### config.mk
export PLATFORM = sky130hd
export DESIGN_NAME = serial_chunk_adder
export DESIGN_NICKNAME = d
export VERILOG_FILES = /design/src/rtl/serial_chunk_adder_pkg.sv /design/src/rtl/serial_chunk_adder_ripple.sv /design/src/rtl/serial_chunk_adder.sv
export SDC_FILE = /design/constraint.sdc
export NUM_CORES = 1
export LEC_CHECK = 0
export ABC_AREA = 1
export BUFFER_PORTS_ARGS = -buffer_cell sky130_fd_sc_hd__buf_2
export CORE_MARGIN = 4
export CORE_UTILIZATION = 30
export CTS_CLUSTER_DIAMETER = 150
export DETAILED_ROUTE_END_ITERATION = 10
export HOLD_SLACK_MARGIN = 0.06
export SLEW_MARGIN = 40
export SYNTH_ARGS = -nofsm -noshare
export SYNTH_HDL_FRONTEND = slang
export SYNTH_SLANG_ARGS = --single-unit
export TNS_END_PERCENT = 1
### constraint.sdc
create_clock -name clk -period 6.25 [get_ports clk]
set_input_delay 1.25 -clock clk [delete_from_list [all_inputs] [get_ports clk]]
set_output_delay 1.25 -clock clk [all_outputs]
set_load 0.03 [all_outputs]
### src/rtl/serial_chunk_adder_pkg.sv
// ---------------------------------------------------------------------------
// serial_chunk_adder_pkg
// Shared types and helpers for the serial chunk adder.
//   state_t      : controller states (IDLE, BUSY, DONE)
//   num_chunks() : number of CHUNK-bit slices in a WIDTH-bit word
//   idx_width()  : width of the chunk index counter (at least 1 bit)
// ---------------------------------------------------------------------------
package serial_chunk_adder_pkg;

    typedef enum logic [1:0] {
        IDLE = 2'd0,
        BUSY = 2'd1,
        DONE = 2'd2
    } state_t;

    function automatic int num_chunks(input int width, input int chunk);
        return (chunk > 0) ? (width / chunk) : 1;
    endfunction

    // A single-chunk configuration still needs a 1-bit index register.
    function automatic int idx_width(input int n);
        return (n > 1) ? $clog2(n) : 1;
    endfunction

    localparam int DEFAULT_WIDTH = 16;
    localparam int DEFAULT_CHUNK = 4;
    localparam int DEFAULT_IDX_W = idx_width(num_chunks(DEFAULT_WIDTH, DEFAULT_CHUNK));

endpackage

### src/rtl/serial_chunk_adder_ripple.sv
// ---------------------------------------------------------------------------
// ripple_chunk_adder
// Combinational CHUNK-bit ripple-carry adder used for one slice per cycle.
//   x, y     : chunk operands
//   ci       : carry into bit 0
//   s        : chunk sum
//   co       : carry out of the top bit
//   c_msb_in : carry into the top bit (for signed overflow detection)
// ---------------------------------------------------------------------------
module ripple_chunk_adder #(
    parameter int CHUNK = 4
) (
    input  logic [CHUNK-1:0] x,
    input  logic [CHUNK-1:0] y,
    input  logic             ci,
    output logic [CHUNK-1:0] s,
    output logic             co,
    output logic             c_msb_in
);

    logic [CHUNK:0] c;

    always_comb begin
        c    = '0;
        s    = '0;
        c[0] = ci;
        for (int i = 0; i < CHUNK; i++) begin
            s[i]   = x[i] ^ y[i] ^ c[i];
            c[i+1] = (x[i] & y[i]) | (c[i] & (x[i] ^ y[i]));
        end
        co       = c[CHUNK];
        c_msb_in = c[CHUNK-1];
    end

endmodule

### src/rtl/serial_chunk_adder.sv
// ---------------------------------------------------------------------------
// serial_chunk_adder
// Multi-cycle adder/subtractor: adds CHUNK bits per clock, least-significant
// chunk first, carrying between chunks through a single flop.
//
// Optional macro SERIAL_CHUNK_ADDER_OVF_EN adds the 'ovf' output (signed
// two's-complement overflow of the final result).
//
// Ports:
//   clk, rst          : clock, synchronous active-high reset
//   in_valid/in_ready : operand handshake
//   a, b, cin, sub    : operands; sub=1 computes a-b (cin ignored)
//   out_valid/out_ready : result handshake
//   sum, cout         : result and carry out (sub mode: 1 = no borrow)
//   ovf               : signed overflow (only with SERIAL_CHUNK_ADDER_OVF_EN)
//
// Handshake: a transfer happens on a rising edge where valid and ready are
// both high. in_ready depends only on state (never on in_valid); out_valid
// stays high with sum/cout stable until out_ready is seen. Valid signals
// seen while the other side is not ready are ignored, not queued.
// ---------------------------------------------------------------------------
module serial_chunk_adder
    import serial_chunk_adder_pkg::*;
#(
    parameter int WIDTH = DEFAULT_WIDTH,
    parameter int CHUNK = DEFAULT_CHUNK
) (
    input  logic             clk,
    input  logic             rst,
    input  logic             in_valid,
    output logic             in_ready,
    input  logic [WIDTH-1:0] a,
    input  logic [WIDTH-1:0] b,
    input  logic             cin,
    input  logic             sub,
    output logic             out_valid,
    input  logic             out_ready,
    output logic [WIDTH-1:0] sum,
    output logic             cout
`ifdef SERIAL_CHUNK_ADDER_OVF_EN
    ,
    output logic             ovf
`endif
);

    localparam int NUM_CHUNKS = num_chunks(WIDTH, CHUNK);
    localparam int IDX_W      = idx_width(NUM_CHUNKS);
    localparam logic [IDX_W-1:0] LAST_IDX = IDX_W'(NUM_CHUNKS - 1);

    if (CHUNK < 1 || CHUNK > WIDTH || (WIDTH % CHUNK) != 0) begin : g_bad_params
        $error("serial_chunk_adder: WIDTH must be a positive multiple of CHUNK");
    end

    state_t           state_q, state_d;
    logic [WIDTH-1:0] a_q, b_q, sum_q;
    logic [IDX_W-1:0] idx_q;
    logic             carry_q, cout_q;
    logic             accept, last_chunk;

    logic [CHUNK-1:0] x_chunk, y_chunk, s_chunk;
    logic             co_chunk, c_msb_in;

    // ---------------- controller ----------------
    always_ff @(posedge clk) begin
        if (rst) state_q <= IDLE;
        else     state_q <= state_d;
    end

    always_comb begin
        state_d    = state_q;
        in_ready   = (state_q == IDLE) && !rst;
        out_valid  = (state_q == DONE);
        accept     = in_valid && in_ready;
        last_chunk = (idx_q == LAST_IDX);
        case (state_q)
            IDLE:    if (accept)     state_d = BUSY;
            BUSY:    if (last_chunk) state_d = DONE;
            DONE:    if (out_ready)  state_d = IDLE;
            default:                 state_d = IDLE;
        endcase
    end

    // ---------------- datapath ----------------
    assign x_chunk = a_q[int'(idx_q)*CHUNK +: CHUNK];
    assign y_chunk = b_q[int'(idx_q)*CHUNK +: CHUNK];

    ripple_chunk_adder #(.CHUNK(CHUNK)) u_chunk (
        .x        (x_chunk),
        .y        (y_chunk),
        .ci       (carry_q),
        .s        (s_chunk),
        .co       (co_chunk),
        .c_msb_in (c_msb_in)
    );

    // Subtraction is folded in at capture time: b is inverted and the
    // carry flop is preset to 1, so BUSY only ever adds.
    always_ff @(posedge clk) begin
        if (rst) begin
            a_q     <= '0;
            b_q     <= '0;
            sum_q   <= '0;
            idx_q   <= '0;
            carry_q <= 1'b0;
            cout_q  <= 1'b0;
        end else begin
            case (state_q)
                IDLE: begin
                    if (accept) begin
                        a_q     <= a;
                        b_q     <= b ^ {WIDTH{sub}};
                        carry_q <= sub ? 1'b1 : cin;
                        idx_q   <= '0;
                        sum_q   <= '0;
                    end
                end
                BUSY: begin
                    sum_q[int'(idx_q)*CHUNK +: CHUNK] <= s_chunk;
                    carry_q <= co_chunk;
                    idx_q   <= idx_q + IDX_W'(1);
                    if (last_chunk) cout_q <= co_chunk;
                end
                default: ;
            endcase
        end
    end

    assign sum  = sum_q;
    assign cout = cout_q;

`ifdef SERIAL_CHUNK_ADDER_OVF_EN
    logic ovf_q;

    // Signed overflow: carry into the MSB differs from carry out of it.
    always_ff @(posedge clk) begin
        if (rst)                           ovf_q <= 1'b0;
        else if (state_q == BUSY && last_chunk) ovf_q <= co_chunk ^ c_msb_in;
    end

    assign ovf = ovf_q;
`else
    logic unused_c_msb_in;
    assign unused_c_msb_in = c_msb_in;
`endif

endmodule

Word-level counts from Yosys, hierarchy flattened
Cells that the tools add are included.
{ "word_totals": {"regBits": 54, "out_inout_bits": 19, "elab_cells": 61} }
{ "classes": {"n_addsub": 2, "eq_ne": 6, "shift": 4, "n_mux": 12, "bitwise_logic": 21, "n_reduce_logical": 9} }
{ "op_table": {"columns": ["cell", "count"], "rows": [
  ["4-bit negation with 33-bit output", 1],
  ["4-bit by 33-bit variable shift with 16-bit output (first input constant)", 1],
  ["4-bit by 33-bit variable part select with 16-bit output", 1],
  ["16-bit case mux with 2 select lines", 1],
  ["16-bit by 5-bit variable part select with 4-bit output", 2],
  ["16-bit bitwise mux", 1],
  ["16-bit 2-to-1 mux", 1],
  ["16-bit XOR", 1],
  ["1-bit bitwise AND", 8],
  ["2-bit 2-to-1 mux", 4],
  ["1-bit XOR", 8],
  ["2-bit case mux with 3 select lines", 1],
  ["2-bit AND reduction", 3],
  ["2-bit equality test (second input constant)", 2],
  ["2-bit != test (second input constant)", 2],
  ["1-bit OR", 4],
  ["2-bit case mux with 2 select lines", 1],
  ["3-bit AND reduction", 1],
  ["2-bit by 1-bit adder with 2-bit output (second input constant)", 1],
  ["2-bit by 1-bit equality test with 1-bit output (second input constant)", 1],
  ["1-bit logical AND", 2],
  ["2-bit zero test", 1],
  ["1-bit 2-to-1 mux", 2],
  ["2-bit by 1-bit != test with 1-bit output (second input constant)", 1],
  ["3 further kinds", 3]
]} }

Longest topological paths before layout
Gate-level depths: netlist (run 1).
{ "logic_depth": {"ltp_word": 12, "ltp_mapped": 16} }

Hierarchy
A second synthesis (run 1) with hierarchy kept.
{ "unflattened": {"hier_cells": 370, "hier_area_um2": 2830.2} }
{ "modules_own_cells": {"columns": ["mod", "instances", "cells_per_inst", "area_each_um2", "seq_area_each_um2"], "rows": [
  ["serial_chunk_adder", 1, 358, 2720.1, 1081.0],
  ["ripple_chunk_adder", 1, 12, 110.1, 0.0]
]} }

Worst setup path before layout (run 1)
No wires, ideal clock.
{ "synth_timing": {"kind": "input -> output", "start": "in rst", "end": "out in_ready", "arrival_ns": 1.889, "path_slack_ns": 3.111, "stages": 3, "cell_sequence": "buf_4 > nor3_4 > buf_2"} }
{ "synth_via": {"elab_chain_cells": 2} }
{ "synth_rtl": {"columns": ["item", "line_no", "rtl"], "rows": [
  ["start, declared", "serial_chunk_adder.sv:29", "input logic rst,"],
  ["1-bit zero test", "serial_chunk_adder.sv:71", "in_ready = (state_q == IDLE) && !rst;"],
  ["1-bit logical AND", "serial_chunk_adder.sv:71", null],
  ["end, declared", "serial_chunk_adder.sv:31", "output logic in_ready,"]
]} }
Every way passes these cells.

Worst setup path in the final report (run 1)
Same ends and word-level chain as after synthesis.

==> results of run 1 <==
-- synthesized netlist by cell type, types with 2 or more instances --
master,count
buf_2,9
nor2_4,4
inv_1,20
nand2_4,3
clkbuf_1,9
nor3_1,2
ha_1,4
nor2_1,15
xor2_1,16
o22ai_1,4
buf_4,3
fa_1,4
a21oi_1,61
nand3_1,41
dfxtp_1,54
nand2_1,52
clkinv_1,2
nand4_1,4
o21ai_0,24
o21a_1,2
-- worst max-delay path, cell delays in order --
cell and delay (ns):
buf_4 0.26, nor3_4 0.35, buf_2 0.27
-- final cells by class --
type,instances,area (um^2)
clock buffers,6,72.6
clock inverters,1,7.51
fillers,913,5360
inverters,23,86.3
multi-input cells,240,1350
flip-flops and latches,54,1080
well taps,105,131
repair buffers,57,294
-- worst max path at each step --
stage | from | endpoint | slack (ns) | cells past startpoint
3_5_place_dp | rst | in_ready | 2.25 | 3
3_3_place_gp | rst | in_ready | 2.32 | 3
6_report | rst | in_ready | 2.84 | 3
2_1_floorplan | rst | in_ready | 3.11 | 3
5_1_grt | idx_q[1]$_SDFFE_PP0P_ | sum[7]$_SDFFE_PP0P_ | 2.71 | 13
4_1_cts | rst | in_ready | 2.25 | 3
-- kinds of logic (layout without fill, tap and decap cells) --
| family | after synthesis | count (layout) | share of synthesized area (%) |
|---|---|---|---|
| xor+xnor | 16 | 16 | 5.32 |
| buf+inv | 46 | 87 | 7.89 |
| flops | 54 | 54 | 41.0 |
| fa+ha+maj | 8 | 8 | 4.94 |
| compound gates | 91 | 91 | 17.7 |
| simple gates | 125 | 125 | 23.1 |
-- flip-flops by register name (all words and copies together) (netlist names) --
name and cells:
a_q 16, b_q 16, sum 16, idx_q 2, state_q 2, carry_q 1
cout 1
-- stage by stage --
step / hold WS (ns) / util (%) / instance area, um^2 / setup slack (ns) / total power [W]
2_1_floorplan: 0.426 / - / 2630 / 3.11 / 0.000455
3_5_place_dp: 0.449 / 35.0 / 2930 / 2.25 / 0.000487
5_1_grt: 0.485 / 36.1 / 3030 / 2.71 / 0.000706
3_3_place_gp: 0.443 / 34.9 / 2920 / 2.32 / 0.000485
6_report: 0.457 / 36.1 / 3030 / 2.84 / 0.000668
4_1_cts: 0.463 / 35.9 / 3010 / 2.25 / 0.000674
-- metal layers --
metal  GRT usage, %  wire length [um]
met5              0                 0
met4           3.68                72
met3           2.20               212
met2           21.1              3030
met1           17.5              3030
-- power by group through the flow --
stage	Sequential [W]	Combinational, W	Clock (W)
finish	0.000369	0.000111	0.000189
global route	0.000371	0.000127	0.000208
CTS	0.000368	0.000111	0.000194
detailed placement	0.000376	0.000111	0
global placement	0.000376	0.000108	0
floorplan	0.000374	0.0000813	0
==> results by group, run 1 <==
Clock tree
  – Skew-Pair Late Insertion Delay: 0.31 ns
  – Clk root buf: clkbuf_8
  – CTS resizes: 0
  – Clock tree sinks: 54
  – CTS clk-pin slew, worst paths: 0.10 ns
  – Hold_buf cts: 0
  – Number of buffers created by CTS: 5
  – Post-CTS Setup Inserts: 0
  – Buffer depth of the longest clock path: 2
  – CTS tree: done
  – H-tree levels: 2

Global route
  – First-pass GRT wire length: ~11000 um
  – Largest net degree at the start of global routing: 56
  – Total gr overflow: 0
  – GRT Total Usage: roughly 13%
  – Vias in the first global route: ~2.2k
  – Initial antenna violation count: 0

Final layout
  – Layout cells sized above 1: 19.9%
  – Final non-filler cell total: 486
  – Synth-to-Final Area Change: 14.9%
  – Diode count: 0
  – Commonest cells after routing, fill and taps aside: 61 x a21oi_1, 55 x buf_2, 53 x dfxtp_1
  – Nets: 427
  – Commonest non-fill, non-tap cell in the layout: a21oi_1

Power
  – Int Pwr: 0.000476 W
  – Sw Share: 28.9%
  – Switching power: 0.000193 W
  – Pwr Density: 221 mW/mm^2
  – Leakage: 1.22 nW
  – Comb pwr share: 16.6%
  – Peak supply drop: 0.0870 mV
  – Clock Power Share: ~28%
  – Seq pwr share: 55.1%

Drt
  – DRC: 0
  – Routed len/inst: approximately 13 um
  – Antenna Nets Post-Route: 0
  – TritonRoute pass-1 iters: 5
  – Vias/cell: 4.75
  – Final wirelength: 6350 um
  – 1st-iter DRT viols: 164
  – Via count: approximately 2.3k

Logic synthesis
  – Synth area leader: dfxtp_1
  – EDFF count, synth: 0
  – Syn_nets: 386
  – Area share of the largest cell type after synthesis: 41.0%
  – Top post-synthesis cells by area: dfxtp_1 41%, a21oi_1 12%, nand3_1 7.8%, nand2_1 7.4%, xor2_1 5.3%
  – Post-synthesis sequential area ratio: approximately two fifths
  – FF+latch count, synth: 54
  – Avg Cell Area, Syn: 7.75 um^2
  – Synth Instances: 340
  – Distinct cells, synth: 27
  – Asr flop ratio synth: 0%
  – Top_reg_cell synth: dfxtp_1
  – Yosys warning count: 0
  – Synth Cell Area: between 0.002 and 0.003 mm^2

Worst setup path
  – Worst Path Max Fanout: 47
  – Critical Path AT: 2.16 ns
  – Setup crit end kind: primary output
  – Worst reg-to-reg setup slack: 2.92 ns
  – Crit path kind: in2out
  – CP startpoint kind: primary input
  – R2r endpoint: sum[15]$_SDFFE_PP0P_
  – Worst Reg2Reg Path Length in Cells: 13
  – RR Startpoint: idx_q[1]$_SDFFE_PP0P_
  – CP required: 5.00 ns

Hold path
  – Hold Path Depth: 2
  – Type of the worst min-delay path: reg2reg
  – Min-delay src: a_q[0]$_SDFFE_PP0P_
  – Hold Path Sink: a_q[0]$_SDFFE_PP0P_

STA
  – Final hold vios: 0
  – TNS Setup: 0 ns
  – Setup Viol. Count Final: 0
  – Slew headroom: about 62%
  – Max Slew Vio Count: 0
  – Fmax: 293 MHz
  – Clock skew: 0.00832 ns
  – RSZ-0062 raised after global routing: false
  – Worst-margin pin slew: 0.566 ns
  – Tmin final: 3.41 ns
  – Tcrit/Tclk final: roughly 55%

Place
  – Routability cong.: 0.815
  – Detailed Place HPWL: 4560 um
  – I/O Buffers: 56
  – # placed instances: 478

Floorplanning
  – FP Rows: 33
  – Core Area: 0.00838 mm^2
  – Die span in y: 102 um
  – Die Wd: roughly 100 um
  – Die area: 0.0103 mm^2
  – Starting Density: 31.4%
  – IO Count: 57

Run
  – Max-Cap Viols: 0

Outcome
  – Status: finished clean
(Power assumes the default switching activity.)
==> inputs of run 2 (changes only) <==
ABC_AREA = 0   (was 1)
clock period = 3.1 ns   (was 6.25 ns; I/O delays follow)
==> run 2 against run 1 <==
Against the previous run:
- largest power group unchanged
- sequential power grew 100%
- utilization is 0.13 points higher
- global-route usage shrank 1.5 points
- non-clock buffer count is 5 higher
- via count decreased by 16%
- setup slack got worse by 2.6 ns
- total power up 100%
- highest routed layer unchanged
- largest cell class unchanged
- synthesized cell count shrank 24%
- combinational power increased by 82%
==> results by group, run 2 <==
Outcome
  – Status: finished clean

Final layout
  – Nets: 354 (-17%)
  – Final non-filler cell total: 414 (-15%)
  – Layout cells sized above 1: 27.2% (+7.2 points)
  – Post-layout util: 36.2% (+0.13 points)
  – Post-route cell area: 0.00295 mm^2 (-2.6%)
  – Fill count: 863 (-5.5%)
  – Synth-to-Final Area Change: 18.1%
  – Commonest cells after routing, fill and taps aside: 56 x buf_2, 54 x dfxtp_1, 38 x nand2_1
  – Diode count: 0 (unchanged)
  – Commonest non-fill, non-tap cell in the layout: buf_2

Clock tree
  – Clock tree sinks: 54 (unchanged)
  – CTS resizes: 0 (unchanged)
  – Clk root buf: clkbuf_8
  – Hold_buf cts: 0 (unchanged)
  – CTS tree: done
  – Buffer depth of the longest clock path: 2 (unchanged)
  – Skew-Pair Late Insertion Delay: 0.31 ns (about the same)
  – H-tree levels: 2 (unchanged)
  – Number of buffers created by CTS: 5 (unchanged)
  – Post-CTS Setup Inserts: 0 (unchanged)
  – CTS clk-pin slew, worst paths: 0.11 ns (about the same)

Run
  – Max-Cap Viols: 0 (unchanged)

Global route
  – Total gr overflow: 0 (unchanged)
  – Initial antenna violation count: 0 (unchanged)
  – GRT Total Usage: 11.4% (-1.5 points)
  – Vias in the first global route: 1993 (-11%)
  – Largest net degree at the start of global routing: 50 (-11%)
  – First-pass GRT wire length: 9270 um (-13%)

Worst setup path
  – Worst Path Max Fanout: 5 (-89%)
  – Crit path kind: reg2reg
  – Critical Path AT: 3.11 ns (+0.95 ns)
  – CP startpoint: idx_q[0]$_SDFFE_PP0P_
  – Setup crit end kind: flip-flop
  – Worst reg-to-reg setup slack: 0.24 ns (-2.68 ns)
  – CP startpoint kind: flip-flop
  – CP required: 3.35 ns (-1.65 ns)
  – RR Startpoint: idx_q[0]$_SDFFE_PP0P_

Logic synthesis
  – FF+latch count, synth: 54 (unchanged)
  – Yosys warning count: 0 (unchanged)
  – Top post-synthesis cells by area: dfxtp_1 43%, mux4_2 7.2%, nand2_1 5.7%, xnor2_1 5.6%, a22o_1 4.9%
  – Syn_nets: 303 (-22%)
  – EDFF count, synth: 0 (unchanged)
  – Synth Cell Area: 0.00250 mm^2 (-5.2%)
  – Area share of the largest cell type after synthesis: 43.3% (+2.3 points)
  – Top_reg_cell synth: dfxtp_1
  – Avg Cell Area, Syn: 9.71 um^2 (+25%)
  – Synth Instances: 257 (-24%)
  – Asr flop ratio synth: 0% (unchanged)
  – Post-synthesis sequential area ratio: 43.3% (+2.3 points)
  – Synth area leader: dfxtp_1
  – Post-synth top cells: 54 x dfxtp_1, 38 x nand2_1, 24 x a21oi_1, 19 x nor2_1
  – Distinct cells, synth: 33 (+22%)
  – Top-count cell post-synth: dfxtp_1

Floorplanning
  – Core Area: 0.00813 mm^2 (-3.0%)
  – FP Rows: 33 (unchanged)
  – IO Count: 57 (unchanged)
  – Die span in y: 99.2 um (-2.4%)
  – Starting Density: 30.7% (-0.74 points)
  – Die Wd: 99.2 um (-2.4%)
  – Die area: 0.00984 mm^2 (-4.8%)

STA
  – Tcrit/Tclk final: 92.3%
  – Clock skew: 0.0120 ns (+0.00367 ns)
  – Final hold vios: 0 (unchanged)
  – Worst-margin pin slew: 0.626 ns (+0.0604 ns)
  – Max Slew Vio Count: 0 (unchanged)
  – RSZ-0062 raised after global routing: false
  – Tmin final: 2.86 ns
  – WHS: 0.464 ns (+0.00753 ns)
  – TNS Setup: 0 ns (unchanged)
  – Setup Viol. Count Final: 0 (unchanged)
  – Fmax: around 350 MHz
  – Slew headroom: 58.2% (-4.1 points)

Drt
  – Via count: 1949 (-16%)
  – DRC: 0 (unchanged)
  – Final wirelength: 5440 um (-14%)
  – Routed len/inst: 13.1 um (+0.72%)
  – Vias/cell: 4.71 (-0.95%)
  – 1st-iter DRT viols: 58 (-65%)
  – TritonRoute pass-1 iters: 4 (-1)
  – Antenna Nets Post-Route: 0 (unchanged)

Place
  – Routability cong.: 0.745 (-8.6%)
  – I/O Buffers: 56 (unchanged)
  – Detailed Place HPWL: 4280 um (-6.1%)
  – Placement Cell Area: 0.00285 mm^2 (-2.8%)
  – # placed instances: 406 (-15%)

Power
  – Peak supply drop: 0.175 mV (+100%)
  – Pwr Density: 461 mW/mm^2 (+110%)
  – Leakage: 1.15 nW (-5.9%)

Hold path
  – Type of the worst min-delay path: reg2reg
  – Min-delay src: a_q[6]$_SDFFE_PP0P_
## run 2: cell count changes in the layout (fill, tap and decap cells not counted), sizes merged, moves of 18 or more
cell | before | now
o21ai | 24 | 1
a21oi | 61 | 24
nand3 | 42 | 5
nand2 | 56 | 38
## run 2: cells by family (layout without fill, tap and decap cells)
group / Yosys count / after routing / share of synthesized area, %
and+or+nand+nor: 78 / 78 / 14.8
buffers and inverters: 30 / 82 / 5.91
muxes: 13 / 13 / 9.42
adders and majority gates: 8 / 8 / 5.21
AOI/OAI and AO/OA: 58 / 58 / 15.7
DFF: 54 / 54 / 43.3
xor gates and xnor gates: 16 / 16 / 5.61
## run 2: path summary, 6_finish.rpt
check,end,depth (start not counted)
hold / removal,a_q[6]$_SDFFE_PP0P_,2
setup / recovery,sum[11]$_SDFFE_PP0P_,11
hold reg to reg,a_q[6]$_SDFFE_PP0P_,2
setup reg to reg,sum[11]$_SDFFE_PP0P_,11
## run 2: where the power goes
group / total [W] / switching, W / internal (W)
Combinational: 0.000202 / 0.000108 / 0.0000942
Sequential: 0.000745 / 0.0000223 / 0.000722
Clock: 0.000413 / 0.000243 / 0.000169
## run 2: final cells by class
type | instances | area, um^2 | area share (%)
clock inverter | 3 | 28.8 | 0.976
clock buffer | 5 | 68.8 | 2.33
sequential | 54 | 1080 | 36.7
timing repair buffer | 62 | 325 | 11.0
inverter | 12 | 45.0 | 1.53
tap | 105 | 131 | 4.46
multi-input combinational | 173 | 1270 | 43.0
## run 2: critical path, cell delays in order, from the launching register on
cell and delay [ns]:
dfxtp_1 0.47, mux4_2 0.53, inv_1 0.08, fa_1 0.15, inv_1 0.05, fa_1 0.35, inv_1 0.08, fa_1 0.15
inv_1 0.05, fa_1 0.49, nor2b_1 0.24, a22o_1 0.17
## run 2: routing by layer
layer	global-route usage (%)	share of wire, %
met1	15.8	49
met2	18.1	45
met3	2.66	5.0
met4	2.52	0.57
met5	0	0
## run 2: metrics by stage
stage | worst slack (ns) | power (W)
floorplan | 0.162 | 0.000902
global placement | 0.278 | 0.000963
detailed placement | 0.235 | 0.000965
CTS | 0.219 | 0.00137
global route | 0.0236 | 0.00143
finish | 0.238 | 0.00136
==> inputs of run 3 (changes only) <==
CORE_UTILIZATION = 48   (was 30)
PLACE_DENSITY = 0.75   (was not set)
==> run 3 against run 2 <==
Against the previous run:
- via count about the same
- utilization increased by 23 points
- sequential power about the same
- total power decreased by 0.88%
- non-clock buffer count unchanged
- clock skew decreased by 0.0027 ns
- critical path depth unchanged
- clock power decreased by 3%
- fmax increased by 3.1%
- clock-buffer cell count increased by 1
- critical endpoint is now sum[15]$_SDFFE_PP0P_
- largest power group unchanged
==> results by group, run 3 (synthesis gave the netlist of run 2 again) <==
Outcome
  – Status: finished clean

Floorplanning
  – Die Wd: 80.1 um (-19%)
  – Core Area: 0.00488 mm^2 (-40%)
  – Starting Density: 51.2% (+20 points)
  – FP Rows: 25 (-24%)
  – Die span in y: 80.1 um (-19%)
  – IO Count: 57 (unchanged)
  – Die area: 0.00642 mm^2 (-35%)

Power
  – Comb pwr share: 15.0% (about the same)
  – Clock Power Share: 29.8% (-0.6 points)
  – Switching power: 0.000352 W (-5.9%)
  – Pwr Density: 465 mW/mm^2 (+0.83%)
  – Leakage: 1.15 nW (-0.31%)
  – Peak supply drop: 0.333 mV (+90%)
  – Int Pwr: 0.000996 W (+1.0%)
  – Sw Share: 26.1% (-1.4 points)
  – Seq pwr share: 55.2% (+0.4 points)

Place
  – # placed instances: 368 (-9.4%)
  – I/O Buffers: 56 (unchanged)
  – Routability cong.: 0.782 (+5.0%)
  – Detailed Place HPWL: 3840 um (-10%)

Hold path
  – Min-delay src: a_q[8]$_SDFFE_PP0P_
  – Type of the worst min-delay path: reg2reg

Worst setup path
  – Worst Reg2Reg Path Length in Cells: 11 (unchanged)
  – Critical Path AT: 3.03 ns (-0.08 ns)
  – Crit path kind: reg2reg
  – R2r endpoint: sum[15]$_SDFFE_PP0P_
  – CP required: 3.36 ns (about the same)
  – RR Startpoint: idx_q[0]$_SDFFE_PP0P_
  – Worst reg-to-reg setup slack: 0.32 ns (+0.09 ns)
  – Setup crit end kind: flip-flop
  – CP startpoint kind: flip-flop
  – Crit path largest cell delay: 0.51 ns (-0.02 ns)
  – CP startpoint: idx_q[0]$_SDFFE_PP0P_
  – Worst Path Max Fanout: 4 (-1)
  – Slowest-stage cell, CP: mux4_2
  – Worst-path cell chain: mux4_2 > inv_1 > fa_1 > inv_1 > fa_1 > inv_1 > fa_1 > inv_1 > fa_1 > nor2b_1 > a22o_1
  – CP endpoint: sum[15]$_SDFFE_PP0P_

STA
  – Worst-margin pin slew: 0.641 ns (+0.0154 ns)
  – RSZ-0062 raised after global routing: false
  – Setup Viol. Count Final: 0 (unchanged)
  – Tcrit/Tclk final: 89.6% (-2.8 points)
  – Max Slew Vio Count: 0 (unchanged)
  – Tmin final: 2.78 ns (-0.0858 ns)
  – Clock skew: 0.00926 ns (-0.00273 ns)
  – Final hold vios: 0 (unchanged)
  – Slew headroom: 57.2% (-0.97 points)
  – Fmax: 360 MHz (+3.1%)
  – TNS Setup: 0 ns (unchanged)

Clock tree
  – Post-CTS Setup Inserts: 0 (unchanged)
  – Number of buffers created by CTS: 5 (unchanged)
  – Clk root buf: clkbuf_8
  – CTS tree: done
  – Skew-Pair Late Insertion Delay: 0.31 ns (about the same)
  – Hold_buf cts: 0 (unchanged)
  – Clock tree sinks: 54 (unchanged)
  – CTS clk-pin slew, worst paths: 0.10 ns (about the same)
  – CTS resizes: 0 (unchanged)
  – H-tree levels: 2 (unchanged)
  – Buffer depth of the longest clock path: 2 (unchanged)

Global route
  – Total gr overflow: 0 (unchanged)
  – Largest net degree at the start of global routing: 31 (-38%)
  – GRT Total Usage: 17.0% (+5.5 points)
  – Initial antenna violation count: 0 (unchanged)
  – First-pass GRT wire length: 8570 um (-7.5%)
  – Vias in the first global route: 1817 (-8.8%)

Drt
  – Antenna Nets Post-Route: 0 (unchanged)
  – Final wirelength: 5100 um (-6.4%)
  – 1st-iter DRT viols: 76 (+31%)
  – Vias/cell: 5.18 (+10%)
  – DRC: 0 (unchanged)
  – TritonRoute pass-1 iters: 4 (unchanged)
  – Via count: 1948 (-0.051%)
  – Routed len/inst: 13.6 um (+3.0%)

Final layout
  – Commonest cells after routing, fill and taps aside: 56 x buf_2, 54 x dfxtp_1, 38 x nand2_1
  – Diode count: 0 (unchanged)
  – Commonest non-fill, non-tap cell in the layout: buf_2
  – Nets: 354 (unchanged)
  – Synth-to-Final Area Change: 16.1%
  – Fill count: 452 (-48%)
  – Layout cells sized above 1: 27.2% (unchanged)
  – Final non-filler cell total: 376 (-9.2%)

Run
  – Max-Cap Viols: 0 (unchanged)
-- run 3: power groups by stage --
stage | clock [W] | sequential (W) | combinational (W)
2_1_floorplan | 0 | 0.000754 | 0.000148
3_3_place_gp | 0 | 0.000759 | 0.000198
3_5_place_dp | 0 | 0.000759 | 0.000203
4_1_cts | 0.000406 | 0.000743 | 0.000203
5_1_grt | 0.000431 | 0.000748 | 0.000226
6_report | 0.000402 | 0.000744 | 0.000202
-- run 3: metal layers --
| metal | track usage (%) | part of all wire [%] | vias up | wire (um) |
|---|---|---|---|---|
| met5 | 0 | 0 | - | 0 |
| met4 | 5.07 | 1.0 | 0 | 51 |
| met3 | 3.92 | 5.4 | 5 | 274 |
| met2 | 24.8 | 43 | 46 | 2170 |
| met1 | 24.7 | 51 | 905 | 2600 |
| li1 | - | - | 992 | - |
-- run 3: through the flow --
stage               power [W]  worst slack, ns  instance area, um^2  hold slack (ns)  utilization [%]
floorplan            0.000902            0.162                 2500            0.433                -
global placement     0.000957            0.383                 2800            0.440             57.4
detailed placement   0.000962            0.312                 2800            0.445             57.4
CTS                   0.00135            0.295                 2900            0.460             59.4
global route          0.00140           0.0892                 2900            0.487             59.4
finish                0.00135            0.324                 2900            0.461             59.4
-- run 3: area by class of cell --
type / instances / area, um^2 / area share, %
clock inverter: 2 / 12.5 / 0.432
inverter: 12 / 45.0 / 1.55
sequential: 54 / 1080 / 37.3
multi-input combinational: 173 / 1270 / 43.7
timing repair buffer: 62 / 325 / 11.2
tap: 67 / 83.8 / 2.89
clock buffer: 6 / 82.6 / 2.85
-- run 3: worst min path at each step --
stage,end,slack [ns],cells past startpoint
2_1_floorplan,a_q[11]$_SDFFE_PP0P_,0.43,2
3_3_place_gp,a_q[15]$_SDFFE_PP0P_,0.44,2
3_5_place_dp,sum[0]$_SDFFE_PP0P_,0.45,1
4_1_cts,a_q[15]$_SDFFE_PP0P_,0.46,2
5_1_grt,a_q[11]$_SDFFE_PP0P_,0.49,2
6_report,a_q[8]$_SDFFE_PP0P_,0.46,2
-- run 3: critical path, delay by kind of cell, from the launching register on --
family	cells	cell delay [ns]
fa+ha+maj	4	1.16
mux	1	0.51
flops	1	0.41
buf+inv	4	0.25
simple gates	1	0.24
compound gates	1	0.17
